===== src/rtl/pipe_hazard_ctrl.sv =====
// Hazard and sequencing controller for the 5-stage pipeline: stall/flush/hold
// generation, memory-wait timeout, interrupt drain/entry and perf counters.
module pipe_hazard_ctrl #(
    parameter int DRAIN_CYC   = 2,
    parameter int MEM_TIMEOUT = 64,
    parameter int CNT_W       = 16
) (
    input  logic             clk,
    input  logic             reset,
    input  logic [4:0]       ID_Rs,
    input  logic [4:0]       ID_Rt,
    input  logic             ID_jump,
    input  logic [31:0]      ID_PC_add_4,
    input  logic             EX_MemRead,
    input  logic [4:0]       EX_Rt,
    input  logic             EX_branch_taken,
    input  logic             mem_busy,
    input  logic             irq,
    input  logic             perf_clr,
    output logic             PC_write,
    output logic             IF_ID_write,
    output logic             IF_ID_flush,
    output logic             ID_EX_flush,
    output logic             pipe_hold,
    output logic             irq_take,
    output logic [31:0]      irq_epc,
    output logic             mem_err,
    output logic [CNT_W-1:0] stall_cnt,
    output logic [CNT_W-1:0] flush_cnt
);

    typedef enum logic [1:0] {
        ST_RUN,
        ST_MEMWAIT,
        ST_IRQ_DRAIN,
        ST_IRQ_ENTER
    } state_t;

    localparam logic [7:0]       TIMER_LAST = 8'(MEM_TIMEOUT - 1);
    localparam logic [3:0]       DRAIN_INIT = 4'(DRAIN_CYC);
    localparam logic [CNT_W-1:0] CNT_MAX    = '1;
    localparam logic [CNT_W-1:0] CNT_ONE    = 1;

    state_t           state_q, state_d;
    logic [7:0]       timer_q, timer_d;
    logic [3:0]       drain_q, drain_d;
    logic [31:0]      epc_q, epc_d;
    logic             abort_q, abort_d;
    logic             irq_guard_q, irq_guard_d;
    logic [CNT_W-1:0] stall_q, stall_d;
    logic [CNT_W-1:0] flush_q, flush_d;

    logic pc_write_c, if_id_write_c, if_id_flush_c, id_ex_flush_c;
    logic pipe_hold_c, irq_take_c, mem_err_c;
    logic run_eval, busy_eff, load_use;

    assign load_use = EX_MemRead && (EX_Rt != 5'd0) &&
                      ((EX_Rt == ID_Rs) || (EX_Rt == ID_Rt));

    always_comb begin
        state_d       = state_q;
        timer_d       = timer_q;
        drain_d       = drain_q;
        epc_d         = epc_q;
        abort_d       = abort_q && mem_busy;
        irq_guard_d   = 1'b0;
        pc_write_c    = 1'b1;
        if_id_write_c = 1'b1;
        if_id_flush_c = 1'b0;
        id_ex_flush_c = 1'b0;
        pipe_hold_c   = 1'b0;
        irq_take_c    = 1'b0;
        mem_err_c     = 1'b0;
        run_eval      = 1'b0;
        // After a timeout the still-busy memory is ignored until it drops.
        busy_eff      = mem_busy && !abort_q;

        case (state_q)
            ST_RUN: run_eval = 1'b1;
            ST_MEMWAIT: begin
                if (!mem_busy) begin
                    run_eval = 1'b1;
                end else if (timer_q == TIMER_LAST) begin
                    mem_err_c = 1'b1;
                    abort_d   = 1'b1;
                    busy_eff  = 1'b0;
                    run_eval  = 1'b1;
                end else begin
                    pc_write_c    = 1'b0;
                    if_id_write_c = 1'b0;
                    pipe_hold_c   = 1'b1;
                    timer_d       = timer_q + 8'd1;
                end
            end
            ST_IRQ_DRAIN: begin
                pc_write_c    = 1'b0;
                if_id_write_c = 1'b0;
                if_id_flush_c = 1'b1;
                id_ex_flush_c = 1'b1;
                pipe_hold_c   = mem_busy;
                if (!mem_busy) begin
                    drain_d = drain_q - 4'd1;
                    if (drain_q == 4'd1) state_d = ST_IRQ_ENTER;
                end
            end
            ST_IRQ_ENTER: begin
                irq_take_c    = 1'b1;
                if_id_flush_c = 1'b1;
                irq_guard_d   = 1'b1;
                state_d       = ST_RUN;
            end
            default: state_d = ST_RUN;
        endcase

        if (run_eval) begin
            state_d = ST_RUN;
            if (busy_eff) begin
                pc_write_c    = 1'b0;
                if_id_write_c = 1'b0;
                pipe_hold_c   = 1'b1;
                timer_d       = 8'd1;
                state_d       = ST_MEMWAIT;
            end else if (EX_branch_taken) begin
                if_id_flush_c = 1'b1;
                id_ex_flush_c = 1'b1;
            end else if (load_use) begin
                pc_write_c    = 1'b0;
                if_id_write_c = 1'b0;
                id_ex_flush_c = 1'b1;
            end else if (ID_jump) begin
                if_id_flush_c = 1'b1;
            end else if (irq && !irq_guard_q) begin
                pc_write_c    = 1'b0;
                if_id_flush_c = 1'b1;
                id_ex_flush_c = 1'b1;
                epc_d         = ID_PC_add_4 - 32'd4;
                drain_d       = DRAIN_INIT;
                state_d       = ST_IRQ_DRAIN;
            end
        end
    end

    assign PC_write    = reset && pc_write_c;
    assign IF_ID_write = reset && if_id_write_c;
    assign IF_ID_flush = reset && if_id_flush_c;
    assign ID_EX_flush = reset && id_ex_flush_c;
    assign pipe_hold   = reset && pipe_hold_c;
    assign irq_take    = reset && irq_take_c;
    assign mem_err     = reset && mem_err_c;
    assign irq_epc     = epc_q;
    assign stall_cnt   = stall_q;
    assign flush_cnt   = flush_q;

    always_comb begin
        stall_d = stall_q;
        flush_d = flush_q;
        if (perf_clr) begin
            stall_d = '0;
            flush_d = '0;
        end else begin
            if (!PC_write && stall_q != CNT_MAX) stall_d = stall_q + CNT_ONE;
            if (ID_EX_flush && flush_q != CNT_MAX) flush_d = flush_q + CNT_ONE;
        end
    end

    always_ff @(posedge clk or negedge reset) begin
        if (!reset) begin
            state_q     <= ST_RUN;
            timer_q     <= 8'd0;
            drain_q     <= 4'd0;
            epc_q       <= 32'd0;
            abort_q     <= 1'b0;
            irq_guard_q <= 1'b0;
            stall_q     <= '0;
            flush_q     <= '0;
        end else begin
            state_q     <= state_d;
            timer_q     <= timer_d;
            drain_q     <= drain_d;
            epc_q       <= epc_d;
            abort_q     <= abort_d;
            irq_guard_q <= irq_guard_d;
            stall_q     <= stall_d;
            flush_q     <= flush_d;
        end
    end

endmodule

===== config.mk =====
export PLATFORM = sky130hd
export DESIGN_NAME = pipe_hazard_ctrl
export DESIGN_NICKNAME = d
export VERILOG_FILES = /design/src/rtl/pipe_hazard_ctrl.sv
export SDC_FILE = /design/constraint.sdc
export NUM_CORES = 1
export LEC_CHECK = 0
export BUFFER_PORTS_ARGS = -buffer_cell sky130_fd_sc_hd__buf_2
export CAP_MARGIN = 30
export CORE_UTILIZATION = 49
export CTS_BUF_LIST = sky130_fd_sc_hd__clkbuf_8
export DETAILED_ROUTE_END_ITERATION = 10
export GPL_ROUTABILITY_DRIVEN = 0
export GPL_TIMING_DRIVEN = 0
export PLACE_DENSITY = 0.81
export SLEW_MARGIN = 20
export SYNTH_ARGS = -nofsm -noshare
export SYNTH_HDL_FRONTEND = slang
export SYNTH_SLANG_ARGS = --single-unit
export TNS_END_PERCENT = 100

===== constraint.sdc =====
create_clock -name clk -period 2.6 [get_ports clk]
set_input_delay 0.52 -clock clk [delete_from_list [all_inputs] [get_ports clk]]
set_output_delay 0.52 -clock clk [all_outputs]
set_load 0.05 [all_outputs]

# --- Word level (Yosys, flattened, before mapping) ---
# Cells that the tools add are included.
word_totals:
  out_inout_bits: 71
  regBits: 80
  wordCells: 122
  input_bits: 55
classes:
  n_reduce_logical: 26
  n_addsub: 5
  muxes: 68
  bitwise: 4
  n_eq_ne: 11
op_table:
  columns: ["cell", "count"]
  rows:
  - ["16-bit two-way mux", 4]
  - ["8-bit two-way mux", 5]
  - ["1-bit two-way mux", 39]
  - ["16-bit by 1-bit adder with 16-bit output (second input constant)", 2]
  - ["4-bit two-way mux", 8]
  - ["16-bit inequality test (second input constant)", 2]
  - ["32-bit by 3-bit subtractor with 32-bit output (second input constant)", 1]
  - ["2-bit two-way mux", 8]
  - ["1-bit logical AND", 14]
  - ["5-bit equality test", 2]
  - ["8-bit by 1-bit adder with 8-bit output (second input constant)", 1]
  - ["8-bit by 6-bit equality test with 1-bit output (second input constant)", 1]
  - ["3-bit inequality test (second input constant)", 2]
  - ["1-bit case mux with 2 select lines", 3]
  - ["6-bit AND reduction", 1]
  - ["5-bit nonzero test", 1]
  - ["2-bit equality test (second input constant)", 2]
  - ["4-bit by 1-bit equality test with 1-bit output (second input constant)", 1]
  - ["1-bit NOT", 4]
  - ["2-bit case mux with 2 select lines", 1]
  - ["2-bit nonzero test", 2]
  - ["4-bit by 1-bit subtractor with 4-bit output (second input constant)", 1]
  - ["1-bit logical NOT", 3]
  - ["3-bit AND reduction", 1]
  - ["other kinds (5)", 5]

# --- Longest topological paths before layout ---
# Gate-level depths: netlist of the first run.
logic_depth:
  word_depth: 15
  depth_mapped: 10
  depth_no_buf: 9

# --- Worst setup path after synthesis of the first run ---
# No wires, ideal clock.
synth_path:
  path_type: "input port to output port"
  startpoint: "input EX_Rt[1]"
  endpoint: "output IF_ID_flush"
  slack_ns: -0.653
  required_ns: 2.080
  n_path_buf: 0
  arrival_time_ns: 2.733
  stages: 6
  cell_sequence: "or4_1 > o21ai_1 > nor2_1 > nor2_1 > o22ai_1 > a21boi_0"
synth_via:
  elab_chain_cells: 8
  word_cells_on_any_way: 11
  classes_between: "2 x eq/ne; 4 x mux; 5 x reduce/logical"
synth_lines:
  columns: ["element", "line_no", "source"]
  rows:
  - ["start, declared", "15", "input logic [4:0] EX_Rt,"]
  - ["5-bit equality test / 5-bit nonzero test (equally long branches)", "58, 57", null]
  - ["1-bit logical OR / 1-bit logical AND (equally long branches)", "58, 57", null]
  - ["1-bit logical AND *", "57", "assign load_use = EX_MemRead && (EX_Rt != 5'd0) &&"]
  - ["1-bit two-way mux *", "126", "end else if (load_use) begin"]
  - ["1-bit two-way mux *", "123", "end else if (EX_branch_taken) begin"]
  - ["1-bit two-way mux *", "117", "if (busy_eff) begin"]
  - ["1-bit two-way mux *", "115", "if (run_eval) begin"]
  - ["1-bit logical AND *", "145", "assign IF_ID_flush = reset && if_id_flush_c;"]
  - ["end, declared", "22", "output logic IF_ID_flush,"]
# Every way passes the cells marked *; elsewhere a longest branch is shown, timed or not.

# --- Worst setup path in the final report of the first run ---
layout_path:
  startpoint: "register state_q[0]"
  endpoint: "output PC_write"
layout_via:
  elab_chain_cells: 9
  word_cells_on_any_way: 13
  classes_between: "2 x eq/ne; 9 x mux; 2 x reduce/logical"
layout_lines:
  columns: ["element", "line_no", "source"]
  rows:
  - ["start, declared", "44", "state_t state_q, state_d;"]
  - ["start signal, assigned", "177", "state_q <= state_d;"]
  - ["2-bit equality test / 2-bit by 1-bit equality test with 1-bit output (equally long branches)", "78", "case (state_q)"]
  - ["1-bit case mux with 2 select lines", "78", null]
  - ["1-bit two-way mux", "132", "end else if (irq && !irq_guard_q) begin"]
  - ["1-bit two-way mux", "130", "end else if (ID_jump) begin"]
  - ["1-bit two-way mux", "126", null]
  - ["1-bit two-way mux", "123", null]
  - ["1-bit two-way mux", "117", null]
  - ["1-bit two-way mux *", "115", null]
  - ["1-bit logical AND *", "143", "assign PC_write = reset && pc_write_c;"]
  - ["end, declared", "20", "output logic PC_write,"]
# Marks and branches as above.

==> flow_metrics.py, run 1 <==
metrics = {
    "sta": {
        "hold_viol": 0,
        "finClkSkew_ps": 8.35,
        "max_slew.worst_pin.slew_ps": 505,
        "maxSlewHeadroom": 0.663,
        "rsz0062_at_grt": "yes",
        "fin_ws_ps": -39.0,
        "fmax_mhz": 379,
        "setup_viol": 2,
        "fin_hold_ws_ps": 106,
        "fin_crit_ps": 2640,
        "drv_slew": 0,
        "period_share": 1.02,
    },
    "synth": {
        "synth_area_leader_cell": "dfrtp_1",
        "syn-cell-area_um2": 4590,
        "syn_inst": 499,
        "synth_edf_count": 0,
        "synth_top_area_frac": 0.436,
        "ys_dominant_reg_cell": "dfrtp_1",
        "synth_compound_area_frac": 0.111,
        "yosysWarnings": 0,
        "yosys-top-cells-area": "dfrtp_1 (44%), nor2_1 (7.0%), xor2_1 (6.9%)",
        "synth_seq_area_share": 0.436,
        "muxShareOfSynthArea": 0.0262,
        "synth-simple-area-share": 0.258,
        "synth_common_cells": "nor2_1 (86), dfrtp_1 (80), a21oi_1 (42)",
        "synth_nets": 564,
        "async_flop_share": 1.00,
        "yosys.cell_types.count": 56,
        "synth_top_family_by_area": "simple AND/OR/NAND/NOR gates",
        "synth.avg_cell_area_um2": 9.20,
        "synthXorXnorAreaFrac": 0.111,
        "synth_fa_ha_area_frac": 0.0273,
        "synth_most_common_cell": "nor2_1",
        "ys_ff_latch": 80,
    },
    "global_routing": {
        "grt_max_degree": 56,
        "grt_use_total": 0.238,
        "grt_pass1_vias": 4194,
        "grt_pass1_wl_mm": 19.0,
        "grt_antenna_before_repair": 0,
        "grt_overflow": 0,
    },
    "clock_network": {
        "cts_tree": "built",
        "clock_latency_ps": 340,
        "root_buffer": "clkbuf_8",
        "hold_buffers": 0,
        "cts.sinks": 80,
        "cts_buffer_depth": 2,
        "cts_buffers": 9,
        "cts.clk_slew.worst_paths_ps": 80,
        "cts_max_level": 3,
    },
    "pwr": {
        "p_int_mw": 2.86,
        "switchingPower_mw": 2.70,
        "leakage_nw": 2.73,
        "finalPower_mw": 5.56,
        "comb_power_share": 0.527,
        "swShare": 0.486,
        "power_density_nw_per_um2": 950,
        "ir_drop_mv": 0.949,
        "power.share.clock": 0.143,
        "pwr-share-seq": 0.330,
    },
    "floorplanning": {
        "die_w_um": 98.8,
        "dieHeight_um": 98.8,
        "io_pins": 126,
        "coreArea_um2": 8890,
        "die_area_um2": 9760,
        "initial_core_util": 0.516,
        "fp-row-count": 34,
    },
    "layout": {
        "drive_gt1_frac": 0.321,
        "fillerInstances": 717,
        "n_antenna_cell": 0,
        "area.growth.synth_to_final_pct": 27.5,
        "seq_area_um2": 2000,
        "finalInstanceArea_um2": 5850,
        "multi_input_comb_area_um2": 2540,
        "final_nets": 723,
    },
    "run": {
        "cap_violations": 0,
    },
    "drt": {
        "wl_per_cell_um": 14.8,
        "drcViolationCount": 0,
        "drt_wl_total_mm": 11.4,
        "firstDrtPassIters": 4,
        "ant_nets": 0,
        "dr.first_iter.drc_count": 166,
        "top_layer": "met4",
        "via_per_inst": 5.50,
        "vias": 4243,
        "met3_length_um": 478,
        "dr_wl_met2_mm": 5.81,
        "drt-met1-wl_mm": 4.95,
    },
    "outcome": {
        "violations": "negative setup slack",
        "status": "finished, violations left",
    },
    "critical_path": {
        "arrival_ps": 2120,
        "path_class": "flop to primary output",
        "rrSetupSlack_ps": 40,
        "critPathMaxFanout": 8,
        "worstSetupStartpointType": "flop",
        "end_kind": "primary output",
        "cp.required_ps": 2080,
    },
    "place": {
        "hpwlAfterDp_mm": 7.95,
        "place_area_um2": 5390,
        "io_buffers": 125,
    },
    "hold_path": {
        "min_path_type": "input port to async pin",
    },
}
-- logic make-up after synthesis --
logic type,Yosys count
buffers and inverters,31
xor gates and xnor gates,58
adders and majority gates,10
DFF,80
and+or+nand+nor,227
muxes,11
AOI/OAI and AO/OA,82
-- path summary, 6_finish.rpt --
path,endpoint,cells after the start,from
hold reg to reg,irq_epc[2]$_DFFE_PN0P_,1,irq_epc[2]$_DFFE_PN0P_
setup reg to reg,stall_cnt[10]$_DFFE_PN0P_,10,state_q[1]$_DFFE_PN0P_
setup / recovery,PC_write,8,state_q[0]$_DFFE_PN0P_
hold / removal,stall_cnt[10]$_DFFE_PN0P_,1,reset
min in group clk,irq_epc[0]$_DFFE_PN0P_,2,ID_PC_add_4[0]
max in group asynchronous,drain_q[0]$_DFF_PN0_,2,reset
-- critical path: stages (launching register included) --
cell      delay (ps)
dfrtp_1          420
buf_6            140
ha_4             180
nor2b_4          130
a311o_2          400
nand2b_4         100
o31ai_4          100
nor2_2           140
buf_6            170
-- metrics by stage --
step,util,setup TNS [ps],instances,setup slack [ps]
6_report,0.658,-70.6,771,-39.0
4_1_cts,0.648,-24.8,764,-24.8
5_1_grt,0.658,-513,771,-144
2_1_floorplan,-,-4.84,499,-4.84
3_5_place_dp,0.606,-4900,733,-333
3_3_place_gp,0.603,-33180,732,-1240
-- layout make-up --
class                      instances  share of cell area
multi-input combinational        388               0.435
sequential                        80               0.342
timing repair buffer             149               0.147
clock buffer                      10              0.0235
tap                              108              0.0231
buffer                            18              0.0165
inverter                          12             0.00770
clock inverter                     6             0.00470
-- cells in the final DEF (no fill, tap or decap), types with 8 or more instances in the layout --
master / n
clkbuf_8: 10
o21ai_0: 8
nand2_1: 26
nor2b_1: 10
a21oi_1: 41
nor3_1: 12
dfrtp_1: 79
nor2_1: 83
and3_1: 10
inv_1: 13
clkbuf_1: 8
buf_2: 124
nand4_1: 11
nand3_1: 17
xor2_1: 36
buf_4: 27
xnor2_1: 22
-- per-layer routing --
layer  GRT usage  vias to the layer above
met5           0                        -
met4      0.0941                        0
met3      0.0461                       13
met2       0.414                       98
met1       0.292                     2067
li1            -                     2065
-- sequential cells by signal (all words and copies together) (netlist names) --
register,cells
flush_cnt,16
abort_q,1
irq_epc,32
state_q,2
drain_q,4
irq_guard_q,1
stall_cnt,16
timer_q,8
-- repair_timing --
item / 4_1_cts / 5_1_grt
hold endpoints to repair: 0 / 0
pin swaps: 10 / 12
endpoints found under the setup margin: 17 / 7
setup buffers: 15 / 8
resized for setup: 27 / 11
-- power by group through the flow --
stage,clock (mW),combinational (mW),sequential (mW)
2_1_floorplan,0,0.979,2.81
3_3_place_gp,0,2.55,1.84
3_5_place_dp,0,2.61,1.85
4_1_cts,0.817,2.78,1.83
5_1_grt,0.859,3.13,1.89
6_report,0.795,2.93,1.84
No activity file was read; power rests on OpenSTA's default activity.
==> run 2, diff against run 1 <==
==> constraint.sdc (replaced) <==
create_clock -name clk -period 2.6 [get_ports clk]
set_input_delay 0.52 -clock clk [delete_from_list [all_inputs] [get_ports clk]]
set_output_delay 0.52 -clock clk [all_outputs]
set_load 0.005 [all_outputs]
==> flow_metrics.py, run 2 (synthesis results as in run 1) <==
metrics = {
    "layout": {
        "largest_reg_flops": 32,
        "final_nets": 713,
        "n_antenna_cell": 0,
        "drive_gt1_frac": 0.308,
        "area.growth.synth_to_final_pct": 26.7,
        "mostFrequentLayoutCell": "buf_2",
        "final_cell_mix": "buf_2 (128), nor2_1 (84), dfrtp_1 (78)",
        "finalInstanceArea_um2": 5820,
    },
    "clock_network": {
        "hold_buffers": 0,
        "cts_max_level": 3,
        "cts_buffers": 9,
        "root_buffer": "clkbuf_8",
        "cts_tree": "built",
        "cts.clk_slew.worst_paths_ps": 80,
        "cts_buffer_depth": 2,
        "clock_latency_ps": 350,
        "cts.sinks": 80,
    },
    "critical_path": {
        "cp.required_ps": 2080,
        "path_class": "flop to primary output",
        "worstSetupStartpointType": "flop",
        "end_kind": "primary output",
        "arrival_ps": 2010,
        "r2r_cells": 9,
        "critPathMaxFanout": 8,
    },
    "pwr": {
        "power_density_nw_per_um2": 793,
        "leakage_nw": 2.70,
        "ir_drop_mv": 0.435,
        "finalPower_mw": 4.61,
    },
    "floorplanning": {
        "initial_core_util": 0.516,
        "dieHeight_um": 98.8,
        "coreArea_um2": 8890,
        "fp-row-count": 34,
        "io_pins": 126,
        "die_area_um2": 9760,
        "die_w_um": 98.8,
    },
    "sta": {
        "drv_slew": 0,
        "finClkSkew_ps": 14.4,
        "fmax_mhz": 395,
        "rsz0062_at_grt": "yes",
        "hold_viol": 0,
        "maxSlewHeadroom": 0.678,
        "period_share": 0.974,
        "max_slew.worst_pin.slew_ps": 483,
        "tns_ps": 0,
        "fin_crit_ps": 2530,
        "fin_hold_ws_ps": 116,
        "setup_viol": 0,
    },
    "global_routing": {
        "grt_pass1_wl_mm": 18.6,
        "grt_overflow": 0,
        "top_usage_layer": "met2",
        "grt_pass1_vias": 4098,
        "grt_max_degree": 53,
        "use_met1": 0.292,
        "grt_use_total": 0.232,
        "use_met3": 0.0418,
        "grt_antenna_before_repair": 0,
        "grt_use_met2": 0.413,
    },
    "drt": {
        "firstDrtPassIters": 4,
        "ant_nets": 0,
        "dr.first_iter.drc_count": 187,
        "via_per_inst": 5.51,
        "drcViolationCount": 0,
        "vias": 4190,
        "drt_wl_total_mm": 11.1,
        "wl_per_cell_um": 14.6,
    },
    "place": {
        "io_buffers": 125,
        "place_area_um2": 5380,
        "hpwlAfterDp_mm": 8.00,
    },
    "hold_path": {
        "min_path_type": "input port to async pin",
    },
    "outcome": {
        "status": "completed",
    },
    "run": {
        "cap_violations": 0,
    },
}
==> run 2: cell count changes in the layout (fill, tap and decap cells not counted), sizes merged <==
cell | before | now
buf | 158 | 149
bufinv | 0 | 3
clkinv | 4 | 1
clkbuf | 19 | 17
inv | 14 | 15
==> run 2: critical path, stage by stage, from the launching register on <==
cell and delay (ps):
dfrtp_1 430, ha_4 190, and3_4 200, and3_4 180
nor2_2 330, a21oi_1 110, nor2b_1 120, buf_2 110
==> run 2: per-stage QoR <==
stage,setup slack [ps],instances,util
after detailed placement,-235,733,0.605
after global routing,-27.0,761,0.654
final,66.5,761,0.654
after global placement,-1110,732,0.602
after CTS,17.8,754,0.642
after floorplan,190,499,-
==> run 2: repair_timing <==
item | 4_1_cts | 5_1_grt
resized for setup | 17 | 11
pin swaps | 2 | 9
endpoints found under the setup margin | 17 | 7
buffers inserted | 6 | 7
==> run 2: layer usage <==
layer / share of wire / vias up / wire length (um)
li1: - / 2044 / -
met1: 0.44 / 2029 / 4880
met2: 0.50 / 104 / 5570
met3: 0.047 / 13 / 523
met4: 0.011 / 0 / 119
met5: 0 / - / 0
==> run 2: layout make-up <==
cell class	count	area, um2
Timing Repair Buffer	139	759
Multi-Input combinational cell	388	2540
Fill cell	744	3070
Buffer	18	96.3
Tap cell	108	135
Inverter	12	45.0
Sequential cell	80	2000
Clock buffer	9	124
Clock inverter	7	111
==> run 2: path summary, 6_finish.rpt <==
path,from,end,slack [ps]
max in group asynchronous,reset,irq_epc[11]$_DFFE_PN0P_,1870
min in group clk,ID_PC_add_4[1],irq_epc[1]$_DFFE_PN0P_,410
setup reg to reg,timer_q[1]$_DFF_PN0_,stall_cnt[8]$_DFFE_PN0P_,110
hold reg to reg,irq_epc[0]$_DFFE_PN0P_,irq_epc[0]$_DFFE_PN0P_,520
hold / removal,reset,stall_cnt[10]$_DFFE_PN0P_,120
setup / recovery,timer_q[1]$_DFF_PN0_,pipe_hold,70
==> run 2: where the power goes <==
group,total (mW),internal [mW],switching [mW]
registers,1.85,1.60,0.247
logic,1.68,0.804,0.872
clock network,1.09,0.633,0.458
total,4.61,3.04,1.58
==> run 3, diff against run 2 <==
--- a/config.mk
+++ b/config.mk
@@ -7,12 +7,11 @@
 export LEC_CHECK = 0
 export BUFFER_PORTS_ARGS = -buffer_cell sky130_fd_sc_hd__buf_2
 export CAP_MARGIN = 30
-export CORE_UTILIZATION = 49
-export CTS_BUF_LIST = sky130_fd_sc_hd__clkbuf_8
+export CORE_UTILIZATION = 48
 export DETAILED_ROUTE_END_ITERATION = 10
 export GPL_ROUTABILITY_DRIVEN = 0
 export GPL_TIMING_DRIVEN = 0
-export PLACE_DENSITY = 0.81
+export PLACE_DENSITY = 0.8
 export SLEW_MARGIN = 20
 export SYNTH_ARGS = -nofsm -noshare
 export SYNTH_HDL_FRONTEND = slang
==> constraint.sdc (replaced) <==
create_clock -name clk -period 2.6 [get_ports clk]
set_input_delay 0.39 -clock clk [delete_from_list [all_inputs] [get_ports clk]]
set_output_delay 0.39 -clock clk [all_outputs]
set_load 0.005 [all_outputs]
==> flow_metrics.py, run 3 (synthesis results as in run 1) <==
metrics = {
    "outcome": {
        "status": "completed",
    },
    "global_routing": {
        "use_met1": 0.287,
        "use_met3": 0.0522,
        "grt_use_total": 0.230,
        "grt_pass1_wl_mm": 18.4,
        "grt_use_met2": 0.399,
        "grt_max_degree": 49,
        "grt_antenna_before_repair": 0,
        "top_usage_layer": "met2",
        "grt_pass1_vias": 4054,
        "grt_overflow": 0,
    },
    "clock_network": {
        "cts_tree": "built",
        "cts_buffer_depth": 2,
        "root_buffer": "clkbuf_8",
        "cts.clk_slew.worst_paths_ps": 90,
        "cts_buffers": 9,
        "cts_max_level": 3,
        "clock_latency_ps": 350,
        "cts.sinks": 80,
    },
    "floorplanning": {
        "die_w_um": 99.8,
        "io_pins": 126,
        "fp-row-count": 35,
        "coreArea_um2": 9240,
        "die_area_um2": 9960,
        "initial_core_util": 0.497,
        "dieHeight_um": 99.8,
    },
    "layout": {
        "mostFrequentLayoutCell": "buf_2",
        "finalInstanceArea_um2": 5730,
        "largest_reg_flops": 32,
        "stdcell_count": 774,
        "final_nets": 705,
        "utilization": 0.620,
        "final_cell_mix": "buf_2 (129), nor2_1 (85), dfrtp_1 (79)",
        "fillerInstances": 791,
        "n_antenna_cell": 0,
        "drive_gt1_frac": 0.291,
        "area.growth.synth_to_final_pct": 24.7,
    },
    "sta": {
        "fin_crit_ps": 2490,
        "maxSlewHeadroom": 0.635,
        "hold_viol": 0,
        "drv_slew": 0,
        "setup_viol": 0,
        "fin_ws_ps": 113,
        "max_slew.worst_pin.slew_ps": 548,
        "period_share": 0.956,
        "fmax_mhz": 402,
        "finClkSkew_ps": 11.2,
    },
    "critical_path": {
        "path_class": "flop to flop",
        "rrSetupSlack_ps": 110,
        "critPathMaxFanout": 10,
        "arrival_ps": 2730,
        "end_kind": "flop",
        "worstSetupStartpointType": "flop",
        "cp.required_ps": 2840,
    },
    "place": {
        "dpl.cell_count": 754,
        "pre_cts_ws_ps": -237,
        "place_area_um2": 5410,
        "io_buffers": 125,
        "hpwlAfterDp_mm": 8.06,
    },
    "pwr": {
        "finalPower_mw": 4.44,
        "power_density_nw_per_um2": 776,
        "leakage_nw": 2.64,
        "ir_drop_mv": 0.490,
    },
    "drt": {
        "drt_wl_total_mm": 10.9,
        "vias": 4158,
        "ant_nets": 0,
        "wl_per_cell_um": 14.1,
        "firstDrtPassIters": 4,
        "dr.first_iter.drc_count": 110,
        "drcViolationCount": 0,
        "via_per_inst": 5.37,
    },
    "run": {
        "cap_violations": 0,
    },
    "hold_path": {
        "min_path_type": "input port to async pin",
    },
}
[run 3: changes by cell type in the layout (fill, tap and decap cells not counted), moves of 2 or more]
cell and delta:
ha_4 -2, nor2_2 -2, buf_4 -8, ha_2 +2
[run 3: path summary, 6_finish.rpt]
path | cells past startpoint | end | from
max | 10 | stall_cnt[10]$_DFFE_PN0P_ | state_q[1]$_DFFE_PN0P_
min | 1 | stall_cnt[9]$_DFFE_PN0P_ | reset
max reg2reg | 10 | stall_cnt[10]$_DFFE_PN0P_ | state_q[1]$_DFFE_PN0P_
min reg2reg | 1 | irq_epc[0]$_DFFE_PN0P_ | irq_epc[0]$_DFFE_PN0P_
max in group asynchronous | 2 | state_q[0]$_DFFE_PN0P_ | reset
min in group clk | 2 | irq_epc[0]$_DFFE_PN0P_ | ID_PC_add_4[0]
[run 3: routing by layer]
layer	part of all wire	vias up
met5	0	-
met4	0.014	0
met3	0.044	20
met2	0.51	114
met1	0.44	1998
li1	-	2026
[run 3: critical path: stages, from the launching register on]
cell	delay [ps]
dfrtp_1	410
inv_2	120
ha_4	190
nor2b_1	160
a311o_2	200
nand2b_4	70
nor2_1	350
o21ai_4	120
buf_4	200
nor3_1	210
mux2_2	350
[run 3: repair_timing]
action,in CTS,in global routing
resized for setup,7,12
hold endpoints to repair,0,0
setup buffers,4,1
pin swaps,3,4
setup endpoints to repair,15,11
hold buffers,0,0
[run 3: power by group]
part | leakage, nW | switching (mW) | internal [mW]
logic | 1.51 | 0.846 | 0.743
clock network | 0.110 | 0.470 | 0.542
registers | 1.02 | 0.241 | 1.60
total | 2.64 | 1.56 | 2.88
[run 3: area by class of cell]
type | instances | area [um2] | area share
multi-input combinational | 388 | 2510 | 0.438
tap | 129 | 161 | 0.0282
clock buffer | 9 | 124 | 0.0216
clock inverter | 7 | 95.1 | 0.0166
buffer | 18 | 96.3 | 0.0168
sequential | 80 | 2000 | 0.350
timing repair buffer | 131 | 693 | 0.121
inverter | 12 | 45.0 | 0.00787
[run 3: through the flow]
step	setup TNS, ps	hold WS (ps)
after global routing	-56.6	38.8
after detailed placement	-1160	418
after CTS	0	28.4
after global placement	-23270	489
final	0	14.1
after floorplan	0	94.4
